$ cat src/rtl/aer_spike_encoder.sv
// Serialises per-cycle neuron spike pulses into timestamped AER words.
// A pending bitmap feeds a priority encoder into a show-ahead event FIFO.
module aer_spike_encoder #(
  parameter int NUM_NEURONS = 16,
  parameter int ADDR_WIDTH  = 4,
  parameter int TS_WIDTH    = 8,
  parameter int FIFO_DEPTH  = 8,
  parameter int DROP_WIDTH  = 8
) (
  input  logic                          clk,
  input  logic                          rst_n,
  input  logic [NUM_NEURONS-1:0]        spike_in,
  input  logic                          aer_ready,
  output logic                          aer_valid,
  output logic [ADDR_WIDTH-1:0]         aer_addr,
  output logic [TS_WIDTH-1:0]           aer_ts,
  output logic [$clog2(FIFO_DEPTH):0]   fifo_count,
  output logic [DROP_WIDTH-1:0]         drop_count,
  output logic                          busy
);

  localparam int PW = $clog2(FIFO_DEPTH);
  localparam int CW = PW + 1;
  localparam int LW = $clog2(NUM_NEURONS + 1);
  localparam int SW = ((DROP_WIDTH > LW) ? DROP_WIDTH : LW) + 1;
  localparam logic [SW-1:0] DROP_MAX = SW'({DROP_WIDTH{1'b1}});

  logic [TS_WIDTH-1:0]    ts_reg;
  logic [NUM_NEURONS-1:0] pending_reg;
  logic [PW-1:0]          wr_ptr_reg;
  logic [PW-1:0]          rd_ptr_reg;
  logic [CW-1:0]          count_reg;
  logic [DROP_WIDTH-1:0]  drop_reg;

  logic [ADDR_WIDTH-1:0]  addr_mem [FIFO_DEPTH];
  logic [TS_WIDTH-1:0]    ts_mem   [FIFO_DEPTH];

  logic [ADDR_WIDTH-1:0]  sel_addr;
  logic [NUM_NEURONS-1:0] clear;
  logic [NUM_NEURONS-1:0] lost;
  logic [LW-1:0]          lost_cnt;
  logic [SW-1:0]          drop_sum;
  logic                   push;
  logic                   pop;
  logic                   can_push;

  // Lowest-index pending neuron wins; scanning downward leaves the lowest set bit.
  always_comb begin
    sel_addr = '0;
    for (int i = NUM_NEURONS - 1; i >= 0; i--) begin
      if (pending_reg[i]) sel_addr = ADDR_WIDTH'(i);
    end
  end

  assign pop      = (count_reg != '0) && aer_ready;
  assign can_push = (count_reg < CW'(FIFO_DEPTH)) || pop;
  assign push     = (|pending_reg) && can_push;
  assign clear    = push ? (NUM_NEURONS'(1) << sel_addr) : '0;

  // A spike onto a bit that is still pending (and not leaving this cycle) is lost.
  assign lost = spike_in & pending_reg & ~clear;

  always_comb begin
    lost_cnt = '0;
    for (int i = 0; i < NUM_NEURONS; i++) begin
      lost_cnt = lost_cnt + LW'(lost[i]);
    end
  end

  assign drop_sum = SW'(drop_reg) + SW'(lost_cnt);

  always_ff @(posedge clk or negedge rst_n) begin
    if (!rst_n) begin
      ts_reg      <= '0;
      pending_reg <= '0;
      wr_ptr_reg  <= '0;
      rd_ptr_reg  <= '0;
      count_reg   <= '0;
      drop_reg    <= '0;
    end else begin
      ts_reg      <= ts_reg + TS_WIDTH'(1);
      pending_reg <= (pending_reg & ~clear) | spike_in;
      if (push) wr_ptr_reg <= wr_ptr_reg + PW'(1);
      if (pop)  rd_ptr_reg <= rd_ptr_reg + PW'(1);
      case ({push, pop})
        2'b10:   count_reg <= count_reg + CW'(1);
        2'b01:   count_reg <= count_reg - CW'(1);
        default: count_reg <= count_reg;
      endcase
      drop_reg <= (drop_sum > DROP_MAX) ? '1 : drop_sum[DROP_WIDTH-1:0];
    end
  end

  // Storage carries no reset; the head is masked to zero whenever the FIFO is empty.
  always_ff @(posedge clk) begin
    if (push) begin
      addr_mem[wr_ptr_reg] <= sel_addr;
      ts_mem[wr_ptr_reg]   <= ts_reg;
    end
  end

  assign aer_valid  = (count_reg != '0);
  assign aer_addr   = aer_valid ? addr_mem[rd_ptr_reg] : '0;
  assign aer_ts     = aer_valid ? ts_mem[rd_ptr_reg] : '0;
  assign fifo_count = count_reg;
  assign drop_count = drop_reg;
  assign busy       = (|pending_reg) || (count_reg != '0);

endmodule

$ cat config.mk
export PLATFORM = sky130hd
export DESIGN_NAME = aer_spike_encoder
export DESIGN_NICKNAME = d
export VERILOG_FILES = /design/src/rtl/aer_spike_encoder.sv
export SDC_FILE = /design/constraint.sdc
export NUM_CORES = 1
export LEC_CHECK = 0
export ABC_AREA = 0
export BUFFER_PORTS_ARGS = -buffer_cell sky130_fd_sc_hd__buf_2
export CORE_UTILIZATION = 60
export CTS_CLUSTER_DIAMETER = 30
export DETAILED_ROUTE_END_ITERATION = 8
export PLACE_DENSITY = 0.79
export SYNTH_ARGS = -nofsm -noshare
export SYNTH_HDL_FRONTEND = slang
export SYNTH_SLANG_ARGS = --single-unit
$ cat constraint.sdc
create_clock -name clk -period 14.6 [get_ports clk]
set_clock_uncertainty 0.1 [all_clocks]
set_input_delay 0 -clock clk [delete_from_list [all_inputs] [get_ports clk]]
set_output_delay 0 -clock clk [all_outputs]
set_load 0.01 [all_outputs]
==> results.sh <==
export IMPL_status="completed"
export IMPL_insertion_delay_ns=0.52
export IMPL_power_total_mw=1.60
export IMPL_setup_viol=0
export IMPL_grt_pass1_vias=4068
export IMPL_drive_above_1_share_pct=23.8
export IMPL_cap_violations=0
export IMPL_drtIter0Drc=341
export IMPL_final_nets=574
export IMPL_diodes=0
export IMPL_hold_path_class="in -> async"
export IMPL_r2r_start="pending_reg[5]"
export IMPL_h_tree_depth=4
export IMPL_seq_area_frac_synth_pct=61.0
export IMPL_critPathLaunch="pending_reg[5]"
export IMPL_p_leak_nw=2.97
export IMPL_syn_num_nets=497
export IMPL_clock_power_share_pct=24.8
export IMPL_dp_cells=625
export IMPL_slew_headroom_pct=20.0
export IMPL_crit_end="drop_count[4]"
export IMPL_rsz0062_at_grt="no"
export IMPL_viasPerCell=5.99
export IMPL_worstPathArrival_ns=6.65
export IMPL_initial_utilization_pct=62.2
export IMPL_tightest_slew_ns=1.20
export IMPL_synth_cell_type_count=56
export IMPL_grt_max_degree=43
export IMPL_syn_area_sq_um=6450
export IMPL_die_h_microns=106
export IMPL_dp_hpwl_mm=9.02
export IMPL_final_min_clock_period_ns=6.37
export IMPL_postCtsResizedCells=0
export IMPL_ys_async_sr_fraction_pct=30.4
export IMPL_final_util_pct=73.4
export IMPL_synth_warnings=0
export IMPL_place_area_sq_um=6860
export IMPL_io_pins=45
export IMPL_internal_power_mw=1.03
export IMPL_cp_end_kind="register"
export IMPL_gp_congestion=0.925
export IMPL_holdWs_ns=0.0691
export IMPL_hold_viol_final=0
export IMPL_max_freq_mhz=157
export IMPL_globalRouteOverflowTotal=0
export IMPL_wl_mm=13.6
export IMPL_core_area_sq_um=10400
export IMPL_power_density_nw_per_um2=211
export IMPL_peakVddDrop_mv=0.198
export IMPL_placementRows=37
export IMPL_cts_buffer_depth=2
export IMPL_cts_tree="built"
export IMPL_detail_route_antenna_nets=0
export IMPL_first_pass_iters=5
export IMPL_p_comb_share_pct=38.5
export IMPL_final_max_slew_violation_count=0
export IMPL_grt_pass1_wl_mm=21.7
export IMPL_final_setup_worst_slack_ns=8.23
export IMPL_p_sw_share_pct=36.0
export IMPL_seqPwrFrac_pct=36.7
export IMPL_worstPathRequired_ns=14.87
export IMPL_crit_fanout=14
export IMPL_tns_ns=0
export IMPL_avgSynthCellArea_sq_um=14.3
export IMPL_dieArea_sq_um=11200
export IMPL_wl_per_cell_microns=20.1
export IMPL_area_delta_synth_final_pct=18.1
export IMPL_grt_antenna_before_repair=0
export IMPL_die_x_microns=106
export IMPL_clock_sinks=138
export IMPL_switchingPower_uw=578
export IMPL_largest_reg_flops=64
export IMPL_cts_setup_buffers=0
export IMPL_grt_usage_pct=26.7
export IMPL_clk_pin_slew_worst_paths_ns=0.06
export IMPL_r2r_slack_ns=8.23
export IMPL_cts_buffers=17
export IMPL_place_ws_ns=8.24
export IMPL_synthFlopType="edfxtp_1"
export IMPL_synth_edf_count=96
export IMPL_critPathKind="reg -> reg"
export IMPL_drc_errors=0
export IMPL_root_buffer="clkbuf_8"
export IMPL_r2r_end="drop_count[4]"
export IMPL_cp_start_kind="register"
export IMPL_fin_area_sq_um=7620
export IMPL_rr_worst_depth=18
export IMPL_io_buffer_count=44
export IMPL_synth_cells=451
export IMPL_stdcell_count=677
export IMPL_vias=4055
export IMPL_synth_ff_latch_count=138
export IMPL_period_share_pct=43.6
-- synthesized netlist by cell type, drive strengths merged (3+ instances only) --
master / count / area [sq um]
a21o: 4 / 31.3
nand3: 4 / 20.0
fa: 13 / 260
ha: 14 / 175
o31ai: 3 / 27.5
xor2: 8 / 70.1
nand2: 23 / 86.3
o311ai: 5 / 51.3
inv: 30 / 113
nor2: 54 / 203
nand2b: 6 / 45.0
or4: 6 / 56.3
mux2i: 13 / 130
nor4: 7 / 58.8
a21oi: 20 / 100
nor2b: 8 / 50.1
xnor2: 8 / 70.1
o21ai: 6 / 30.0
nor3b: 3 / 22.5
dfrtp: 42 / 1050
buf: 8 / 53.8
clkbuf: 9 / 33.8
nor3: 9 / 45.0
edfxtp: 96 / 2880
mux4: 24 / 541
-- final cells by class --
| type | count | area, sq um |
|---|---|---|
| clock buffer | 18 | 428 |
| clock inverter | 14 | 129 |
| inverter | 30 | 113 |
| sequential | 138 | 3930 |
| timing repair buffer | 75 | 503 |
| fill | 663 | 2750 |
| multi-input combinational | 266 | 2340 |
| tap | 136 | 170 |
-- cells in the final DEF (no fill, tap or decap), types with 3 or more instances in the layout --
cell	synthesis	final
inv_1	30	30
inv_6	0	4
clkinv_4	0	3
nor3b_1	3	3
ha_1	14	14
nand3_1	4	4
xnor2_1	8	8
fa_1	13	13
buf_4	1	11
dlygate4sd3_1	0	20
o21ai_0	6	6
nor2b_1	8	8
clkbuf_16	0	16
o311ai_0	3	3
nor4_1	6	5
nor3_1	9	7
dfrtp_1	42	42
nand2_1	23	23
buf_2	4	44
inv_8	0	4
clkinvlp_4	0	3
mux2i_1	13	13
nand2b_1	5	5
edfxtp_1	96	96
a21oi_1	20	20
xor2_1	8	8
a21o_1	3	3
or4_1	3	3
or4_4	3	3
mux4_2	24	24
nor2_1	54	54
-- kinds of logic after synthesis --
kind of cell	share of synthesized area [%]
AND/OR/NAND/NOR	10.3
buffers and inverters	3.10
AO/OA/AOI/OAI	5.94
multiplexers	10.7
XOR/XNOR	2.17
adder cells (fa/ha/maj)	6.75
flip-flops	61.0
-- metal layers --
metal / share of wire [%] / wire (microns) / global-route usage (%) / vias to the layer above
met5: 0 / 0 / 0 / -
met4: 1.6 / 212 / 9.03 / 0
li1: - / - / - / 1829
met1: 42 / 5680 / 36.2 / 2022
met2: 50 / 6750 / 42.9 / 183
met3: 7.0 / 947 / 6.49 / 21
-- how the worst min path moves through the flow --
stage | endpoint | slack, ns
2_1_floorplan | drop_count[0] | -0.40
6_report | fifo_count[0] | 0.07
3_5_place_dp | pending_reg[0] | 0.11
4_1_cts | pending_reg[1] | 0.1
3_3_place_gp | pending_reg[1] | 0.09
5_1_grt | pending_reg[1] | 0.13
-- critical path, stage by stage (launching register included) --
cell       delay [ns]
dfrtp_1          0.52
nor2b_1          0.11
or4_4            0.51
a221oi_4         0.65
nor3_1           0.14
nand3b_1         0.25
fa_1             0.57
fa_1             0.44
fa_1             0.55
inv_1            0.06
fa_1             0.50
fa_1             0.45
inv_1            0.09
fa_1             0.19
nor2b_1          0.06
o21ai_0          0.26
a21boi_0         0.17
o2111ai_1        0.41
o21ai_0          0.18
-- power groups by stage --
stage          Combinational [mW]  Sequential [mW]  Clock, mW
2_1_floorplan               0.442            0.565          0
3_3_place_gp                0.588            0.589          0
3_5_place_dp                0.612            0.596          0
4_1_cts                     0.625            0.589      0.402
5_1_grt                     0.693            0.598      0.418
6_report                    0.617            0.589      0.398
-- repair_timing --
action | CTS | global route
hold endpoints to repair | 61 | 0
hold buffers | 20 | 0
setup endpoints to repair | 0 | 0
Power figures use the tool's default switching activity.
